File: config.mk
export PLATFORM = sky130hd
export DESIGN_NAME = vga_sprite_mixer
export DESIGN_NICKNAME = d
export VERILOG_FILES = /design/src/rtl/vga_sprite_mixer_pkg.sv /design/src/rtl/vga_sprite_hit.sv /design/src/rtl/vga_sprite_mixer.sv
export SDC_FILE = /design/constraint.sdc
export NUM_CORES = 2
export LEC_CHECK = 0
export CAP_MARGIN = 10
export CORE_ASPECT_RATIO = 0.75
export CORE_MARGIN = 5
export CORE_UTILIZATION = 59
export DETAILED_ROUTE_END_ITERATION = 12
export HOLD_SLACK_MARGIN = 0.12
export PLACE_DENSITY = 0.84
export SYNTH_ARGS = -nofsm -noshare
export SYNTH_HDL_FRONTEND = slang
export SYNTH_SLANG_ARGS = --single-unit
File: constraint.sdc
create_clock -name clk_25m -period 7.2 [get_ports clk_25m]
set_input_delay 1.44 -clock clk_25m [delete_from_list [all_inputs] [get_ports clk_25m]]
set_output_delay 1.44 -clock clk_25m [all_outputs]
set_load 0.02 [all_outputs]
File: src/rtl/vga_sprite_mixer_pkg.sv
// Shared constants and payload types for the VGA sprite compositor.
//   H_ACTIVE/V_ACTIVE : visible raster size, used to size the background
//   PIX_W             : 4:4:4 pixel width
//   TRANS_KEY_DEF     : default transparent colour key for sprite data
//   sync_t            : per-pixel control carried alongside the pixel pipeline
package vga_sprite_mixer_pkg;

  localparam int unsigned H_ACTIVE = 640;
  localparam int unsigned V_ACTIVE = 480;
  localparam int unsigned PIX_W    = 12;

  localparam logic [PIX_W-1:0] TRANS_KEY_DEF = 12'h000;

  typedef struct packed {
    logic valid;
    logic hsync;
    logic vsync;
  } sync_t;

  localparam int unsigned SYNC_W = $bits(sync_t);

endpackage

File: src/rtl/vga_sprite_hit.sv
// One sprite channel: frame-latched shadow position/size, hit test against
// the current pixel and the registered sprite-ROM address.
//   clk_25m, rst_n      : pixel clock, async active-low reset
//   frame_start_i       : loads the shadow registers from the live inputs
//   en_i, x_i, y_i      : live sprite enable and top-left corner
//   w_i, h_i            : live sprite size
//   hc_i, vc_i          : current pixel coordinate
//   hit_o               : registered hit flag (stage 1)
//   addr_o              : registered ROM address, 0 when not hit (stage 1)
module vga_sprite_hit #(
  parameter int unsigned CW = 10,
  parameter int unsigned AW = 17
) (
  input  logic          clk_25m,
  input  logic          rst_n,
  input  logic          frame_start_i,
  input  logic          en_i,
  input  logic [CW-1:0] x_i,
  input  logic [CW-1:0] y_i,
  input  logic [CW-1:0] w_i,
  input  logic [CW-1:0] h_i,
  input  logic [CW-1:0] hc_i,
  input  logic [CW-1:0] vc_i,
  output logic          hit_o,
  output logic [AW-1:0] addr_o
);

  logic          en_q;
  logic [CW-1:0] x_q, y_q, w_q, h_q;

  logic [CW:0]   x_end_c, y_end_c;
  logic [CW-1:0] dx_c, dy_c;
  logic          in_x_c, in_y_c, hit_c;
  logic [AW-1:0] addr_c;

  logic          hit_q;
  logic [AW-1:0] addr_q;

  // Shadow copy of the sprite geometry, refreshed only on frame_start
  always_ff @(posedge clk_25m or negedge rst_n) begin
    if (!rst_n) begin
      en_q <= 1'b0;
      x_q  <= '0;
      y_q  <= '0;
      w_q  <= '0;
      h_q  <= '0;
    end else if (frame_start_i) begin
      en_q <= en_i;
      x_q  <= x_i;
      y_q  <= y_i;
      w_q  <= w_i;
      h_q  <= h_i;
    end
  end

  // Bounds carry one extra bit so a sprite hanging off the edge clips instead of wrapping
  always_comb begin
    x_end_c = {1'b0, x_q} + {1'b0, w_q};
    y_end_c = {1'b0, y_q} + {1'b0, h_q};
    in_x_c  = (hc_i >= x_q) && ({1'b0, hc_i} < x_end_c);
    in_y_c  = (vc_i >= y_q) && ({1'b0, vc_i} < y_end_c);
    hit_c   = en_q && in_x_c && in_y_c;
    dx_c    = hc_i - x_q;
    dy_c    = vc_i - y_q;
    addr_c  = '0;
    if (hit_c) begin
      addr_c = AW'(dx_c) + AW'(w_q) * AW'(dy_c);
    end
  end

  always_ff @(posedge clk_25m or negedge rst_n) begin
    if (!rst_n) begin
      hit_q  <= 1'b0;
      addr_q <= '0;
    end else begin
      hit_q  <= hit_c;
      addr_q <= addr_c;
    end
  end

  assign hit_o  = hit_q;
  assign addr_o = addr_q;

endmodule

File: src/rtl/vga_sprite_mixer.sv
// Pixel compositor: NUM_SPR prioritised sprite layers over a downscaled
// background, with ROM address generation and sync re-alignment.
//   clk_25m, rst_n            : pixel clock, async active-low reset
//   hc, vc, valid             : pixel coordinate and active-video flag
//   hsync_in, vsync_in        : syncs aligned with hc/vc
//   frame_start               : latches spr_* into the per-sprite shadow regs
//   spr_en/x/y/w/h            : packed per-sprite geometry, sprite i at [i*CW+:CW]
//   spr_addr, spr_data        : sprite-ROM address out / data back ROM_LAT later
//   bg_addr, bg_data          : background-ROM address out / data back
//   vgaRed/Green/Blue         : registered composited colour
//   hsync_out, vsync_out      : syncs delayed by ROM_LAT+2 to match RGB
module vga_sprite_mixer
  import vga_sprite_mixer_pkg::*;
#(
  parameter int unsigned   NUM_SPR   = 4,
  parameter int unsigned   CW        = 10,
  parameter int unsigned   AW        = 17,
  parameter int unsigned   PW        = PIX_W,
  parameter int unsigned   ROM_LAT   = 1,
  parameter int unsigned   BG_SHIFT  = 1,
  parameter int unsigned   BG_W      = H_ACTIVE >> BG_SHIFT,
  parameter int unsigned   BG_DEPTH  = (H_ACTIVE >> BG_SHIFT) * (V_ACTIVE >> BG_SHIFT),
  parameter logic [PW-1:0] TRANS_KEY = PW'(TRANS_KEY_DEF)
) (
  input  logic                  clk_25m,
  input  logic                  rst_n,
  input  logic [CW-1:0]         hc,
  input  logic [CW-1:0]         vc,
  input  logic                  valid,
  input  logic                  hsync_in,
  input  logic                  vsync_in,
  input  logic                  frame_start,
  input  logic [NUM_SPR-1:0]    spr_en,
  input  logic [NUM_SPR*CW-1:0] spr_x,
  input  logic [NUM_SPR*CW-1:0] spr_y,
  input  logic [NUM_SPR*CW-1:0] spr_w,
  input  logic [NUM_SPR*CW-1:0] spr_h,
  output logic [NUM_SPR*AW-1:0] spr_addr,
  input  logic [NUM_SPR*PW-1:0] spr_data,
  output logic [AW-1:0]         bg_addr,
  input  logic [PW-1:0]         bg_data,
  output logic [3:0]            vgaRed,
  output logic [3:0]            vgaGreen,
  output logic [3:0]            vgaBlue,
  output logic                  hsync_out,
  output logic                  vsync_out
);

  localparam int unsigned SW = AW + 1;            // background sum width, room for one overflow step
  localparam int unsigned DW = NUM_SPR + SYNC_W;  // delay-line payload width

  // ---------------- stage 1: sprite channels ----------------
  logic [NUM_SPR-1:0] hit_s1;

  for (genvar g = 0; g < int'(NUM_SPR); g++) begin : g_spr
    vga_sprite_hit #(
      .CW (CW),
      .AW (AW)
    ) u_hit (
      .clk_25m       (clk_25m),
      .rst_n         (rst_n),
      .frame_start_i (frame_start),
      .en_i          (spr_en[g]),
      .x_i           (spr_x[g*CW +: CW]),
      .y_i           (spr_y[g*CW +: CW]),
      .w_i           (spr_w[g*CW +: CW]),
      .h_i           (spr_h[g*CW +: CW]),
      .hc_i          (hc),
      .vc_i          (vc),
      .hit_o         (hit_s1[g]),
      .addr_o        (spr_addr[g*AW +: AW])
    );
  end

  // ---------------- stage 1: background address ----------------
  logic [CW-1:0] bg_x_c, bg_y_c;
  logic [SW-1:0] bg_sum_c;
  logic [AW-1:0] bg_addr_c;
  logic [AW-1:0] bg_addr_q;
  sync_t         sync_s1_q;

  // Row-major address into the downscaled image; a single conditional subtract wraps at BG_DEPTH
  always_comb begin
    bg_x_c    = hc >> BG_SHIFT;
    bg_y_c    = vc >> BG_SHIFT;
    bg_sum_c  = SW'(bg_x_c) + SW'(BG_W) * SW'(bg_y_c);
    bg_addr_c = AW'(bg_sum_c);
    if (bg_sum_c >= SW'(BG_DEPTH)) begin
      bg_addr_c = AW'(bg_sum_c - SW'(BG_DEPTH));
    end
  end

  always_ff @(posedge clk_25m or negedge rst_n) begin
    if (!rst_n) begin
      bg_addr_q <= '0;
      sync_s1_q <= '0;
    end else begin
      bg_addr_q <= bg_addr_c;
      sync_s1_q <= '{valid: valid, hsync: hsync_in, vsync: vsync_in};
    end
  end

  assign bg_addr = bg_addr_q;

  // ---------------- delay line: align hits and syncs with ROM data ----------------
  logic [DW-1:0] dly_q [ROM_LAT];
  logic [DW-1:0] dly_tail;
  logic [NUM_SPR-1:0] hit_d;
  sync_t         sync_d;

  always_ff @(posedge clk_25m or negedge rst_n) begin
    if (!rst_n) begin
      for (int i = 0; i < int'(ROM_LAT); i++) begin
        dly_q[i] <= '0;
      end
    end else begin
      dly_q[0] <= {hit_s1, sync_s1_q};
      for (int i = 1; i < int'(ROM_LAT); i++) begin
        dly_q[i] <= dly_q[i-1];
      end
    end
  end

  assign dly_tail = dly_q[ROM_LAT-1];
  assign hit_d    = dly_tail[DW-1:SYNC_W];
  assign sync_d   = sync_t'(dly_tail[SYNC_W-1:0]);

  // ---------------- stage 2: priority / transparency select ----------------
  logic [PW-1:0] pix_c;
  logic          found_c;
  logic [PW-1:0] rgb_q;
  logic          hsync_q, vsync_q;

  // Lowest index with an opaque texel wins; blanking overrides everything
  always_comb begin
    pix_c   = bg_data;
    found_c = 1'b0;
    for (int i = 0; i < int'(NUM_SPR); i++) begin
      if (!found_c && hit_d[i] && (spr_data[i*PW +: PW] != TRANS_KEY)) begin
        pix_c   = spr_data[i*PW +: PW];
        found_c = 1'b1;
      end
    end
    if (!sync_d.valid) begin
      pix_c = '0;
    end
  end

  always_ff @(posedge clk_25m or negedge rst_n) begin
    if (!rst_n) begin
      rgb_q   <= '0;
      hsync_q <= 1'b0;
      vsync_q <= 1'b0;
    end else begin
      rgb_q   <= pix_c;
      hsync_q <= sync_d.hsync;
      vsync_q <= sync_d.vsync;
    end
  end

  assign vgaRed    = rgb_q[PW-1 -: 4];
  assign vgaGreen  = rgb_q[PW-5 -: 4];
  assign vgaBlue   = rgb_q[PW-9 -: 4];
  assign hsync_out = hsync_q;
  assign vsync_out = vsync_q;

endmodule

==> out/summary.md <==
The via-per-instance ratio is 5.70. The post-route netlist has 15.4% of its cells at a drive strength greater than 1. After synthesis, the mean cell area works out to 9.28 sq um. Headroom to the max-slew limit came out at 37.0%. The count of buffers inserted at the top-level ports works out to 348. For this run, the leading register cell type out of synthesis is dfrtp_1. TritonCTS built the clock tree. The tools report the final hold violation count as 0.

During synthesis, Yosys emitted a total of 0 warnings. After layout, the worst path uses 98.1% of the clock period. The run finished with clean final reports. For the arrival time reported for the critical path endpoint, the log shows 7.56 ns.

Ranked by total cell area, the synthesized netlist is headed by dfrtp_1 (21%), fa_1 (18%), ha_1 (17%). The H-tree depth reported by CTS is 1. The floorplan step set the die height to 213 microns.

The logs give 73.2 mm for the sum of net half-perimeters after detailed placement and 3 for the clock tree buffer depth. The logs give 0 for the total of max-cap violations and 349 for the number of ports placed on the die boundary. Worst clock skew: 0.0130 ns. The logs give 5098 for the number of nets in the final layout and 30.6% for the global-route total usage across every layer. The first global-routing pass estimated 146 mm of wire. Initial core utilization: 59.4%.

For the number of global-route vias before repair, the log shows 28311. In the synthesized netlist the async set-or-reset flop fraction comes to 100%. The critical path in this run is classified as in -> reg. The run gives 2062 as the number of violations reported at the end of detailed-routing iteration 0.

The number of antenna-violating nets in the routed design is 0. The root buffer selected by CTS was clkbuf_16. The synthesized netlist contains 87 unique library cells.

In the routed design, unresolved DRC markers number 0. In the post-synthesis netlist, the cell with the most instances is inv_1. The transition time at the pin with the least slew margin was 0.941 ns; the clock-pin slew of the registers on the worst-case setup and hold paths was 0.07 ns. Dividing the detail-routed wire length by the instance count gives 19.4 microns. For the final weighted congestion of routability-driven global placement, the log shows 0.939. The sum of negative setup slack is 0 ns, and the total congestion overflow is 0.

The minimum clock period came out at 7.06 ns. For the final core utilization, the log shows 75.2%. The commonest cells after synthesis are inv_1 (541), ha_1 (426), nand2_1 (338), fa_1 (298), dfrtp_1 (277). The clock buffer count from CTS was 31; the count of TritonRoute iterations in the first routing pass was 5. Based on the critical path, the design can be clocked at up to 142 MHz. The clock insertion delay at the later pin of the skew report is 0.61 ns, and the placed cell count is 4774. After detailed routing, the total wire length is 94.5 mm. Number of flip-flops and latches in the synthesized netlist: 277. The area share of the largest cell type after synthesis was 21.5%. Measured along the x axis, the die boundary spans 280 microns. The biggest fanout along the worst timing path is 5. Counting every net in the synthesized netlist gives 4453. Row generation in the floorplan step produced 74 rows. The worst setup path is launched from a primary input. Buffers inserted to repair hold after CTS numbered 0. The core footprint is 54300 sq um. From synthesis to final layout, the design area changed by 26.6%. Yosys mapped a number of flops with a built-in enable equal to 0. The data required time of the critical path is 7.70 ns. The routed layout has 27772 vias.

Of all cell types, the one taking the most synthesized area is dfrtp_1. The synthesized netlist occupies a cell area of 32300 sq um. Sequential area share after synthesis: 21.5%.

The cell count after synthesis came out at 3479. Setup violations remaining at the end of the flow were counted as 0. The tree built by TritonCTS fans out to 277 sinks. Entering global routing, the biggest net connects 153 pins. The worst setup path is captured at a register. The final number of max-transition violations came out at 0. The classification of the worst-slack hold path is reg -> reg. The tools report the final cell count without fillers as 4875. The die covers 59500 sq um.

Initial antenna violation count: 14.
==> routing by layer <==
layer,track usage [%],part of all wire (%),vias to the layer above
met3,7.45,9.6,224
met2,49.8,46,1108
met5,0,0.10,-
li1,-,-,12861
met1,39.8,40,13565
met4,12.1,4.0,14
==> layout make-up <==
class	count	area, sq um
Clock inverter	18	214
Multi-Input combinational cell	2576	23700
Tap cell	722	903
Sequential cell	277	6930
Inverter	541	2030
Fill cell	3721	13500
Timing Repair Buffer	697	6270
Clock buffer	36	825
Antenna cell	8	20.0
==> per-stage QoR <==
stage | cell area [sq um] | setup slack, ns | hold WS (ns)
5_1_grt | 40900 | -0.0518 | 0.354
2_1_floorplan | 32400 | -0.000766 | 0.331
4_1_cts | 40000 | -0.0522 | 0.347
6_report | 40900 | 0.140 | 0.351
3_3_place_gp | 38900 | -0.821 | 0.331
3_5_place_dp | 38900 | -1.04 | 0.337
==> registers in the layout (all words and copies together), names as in the netlist <==
| signal | cells |
|---|---|
| bg_addr | 17 |
| dly_q | 7 |
| g_spr.u_hit.addr_o | 68 |
| g_spr.u_hit.en_q | 4 |
| g_spr.u_hit.h_q | 40 |
| g_spr.u_hit.hit_o | 4 |
| g_spr.u_hit.w_q | 40 |
| g_spr.u_hit.x_q | 40 |
| g_spr.u_hit.y_q | 40 |
| hsync_out | 1 |
| rgb_q | 12 |
| sync_s1_q | 3 |
| vsync_out | 1 |
==> repair_timing <==
item	4_1_cts	5_1_grt
setup endpoints to repair	16	17
gates cloned	0	1
gates resized for setup	17	123
pin swaps	5	68
setup buffers	1	37
==> placed cells by master (no fill, tap or decap), drive strengths merged, types with 19 or more instances in the layout <==
cell,synthesis,final
a21o,46,46
buf,6,351
and2,191,191
and3,31,31
mux2i,23,23
xnor2,112,112
dfrtp,277,277
inv,541,542
nand2,338,338
nor2,127,127
nand2b,44,44
mux2,95,95
xor2,65,65
a211oi,23,23
nand3,55,55
clkdlybuf4s50,0,336
ha,426,426
clkbuf,79,38
nor3,66,66
nor4,22,22
fa,298,298
nor2b,49,49
a31oi,19,19
o21ai,167,167
a21oi,133,133
o21bai,29,29
==> final timing paths <==
| kind | startpoint | to | slack, ns | depth (start not counted) |
|---|---|---|---|---|
| worst max register to register | g_spr[0].u_hit.y_q[1] | g_spr[0].u_hit.addr_o[16] | 0.67 | 24 |
| max in group asynchronous | rst_n | g_spr[3].u_hit.w_q[4] | 5.17 | 2 |
| worst min register to register | sync_s1_q[2] | dly_q[2] | 0.35 | 0 |
| min in group asynchronous | rst_n | g_spr[2].u_hit.x_q[1] | 0.79 | 1 |
| worst min-delay path | sync_s1_q[2] | dly_q[2] | 0.35 | 0 |
| worst max-delay path | vc[0] | g_spr[0].u_hit.addr_o[16] | 0.14 | 27 |
==> worst max-delay path, cell delays in order <==
cell and delay (ns):
buf_2 0.14, inv_4 0.08, buf_4 0.10, ha_2 0.19
inv_1 0.06, fa_2 0.36, a21oi_2 0.19, o211ai_1 0.17
nor2_2 0.20, xnor2_2 0.15, buf_4 0.16, and2_1 0.16
fa_1 0.56, fa_1 0.43, fa_1 0.47, fa_1 0.50
inv_1 0.06, fa_1 0.52, inv_1 0.06, ha_4 0.23
and2_1 0.17, o21ai_2 0.12, o21ai_2 0.09, o41ai_2 0.35
o21ai_1 0.16, nor2b_1 0.15, mux2_2 0.29
==> logic make-up after synthesis <==
logic type | count (synthesis) | share of synthesized area (%)
XOR/XNOR | 181 | 5.22
buffers and inverters | 626 | 7.32
multiplexers | 118 | 4.04
flip-flops | 277 | 21.5
AND/OR/NAND/NOR | 998 | 15.6
adder cells (fa/ha/maj) | 724 | 35.0
AO/OA/AOI/OAI | 555 | 11.4
Power is not shown: default switching activity piles up to over one toggle a cycle in this logic, so the estimate is an artifact.
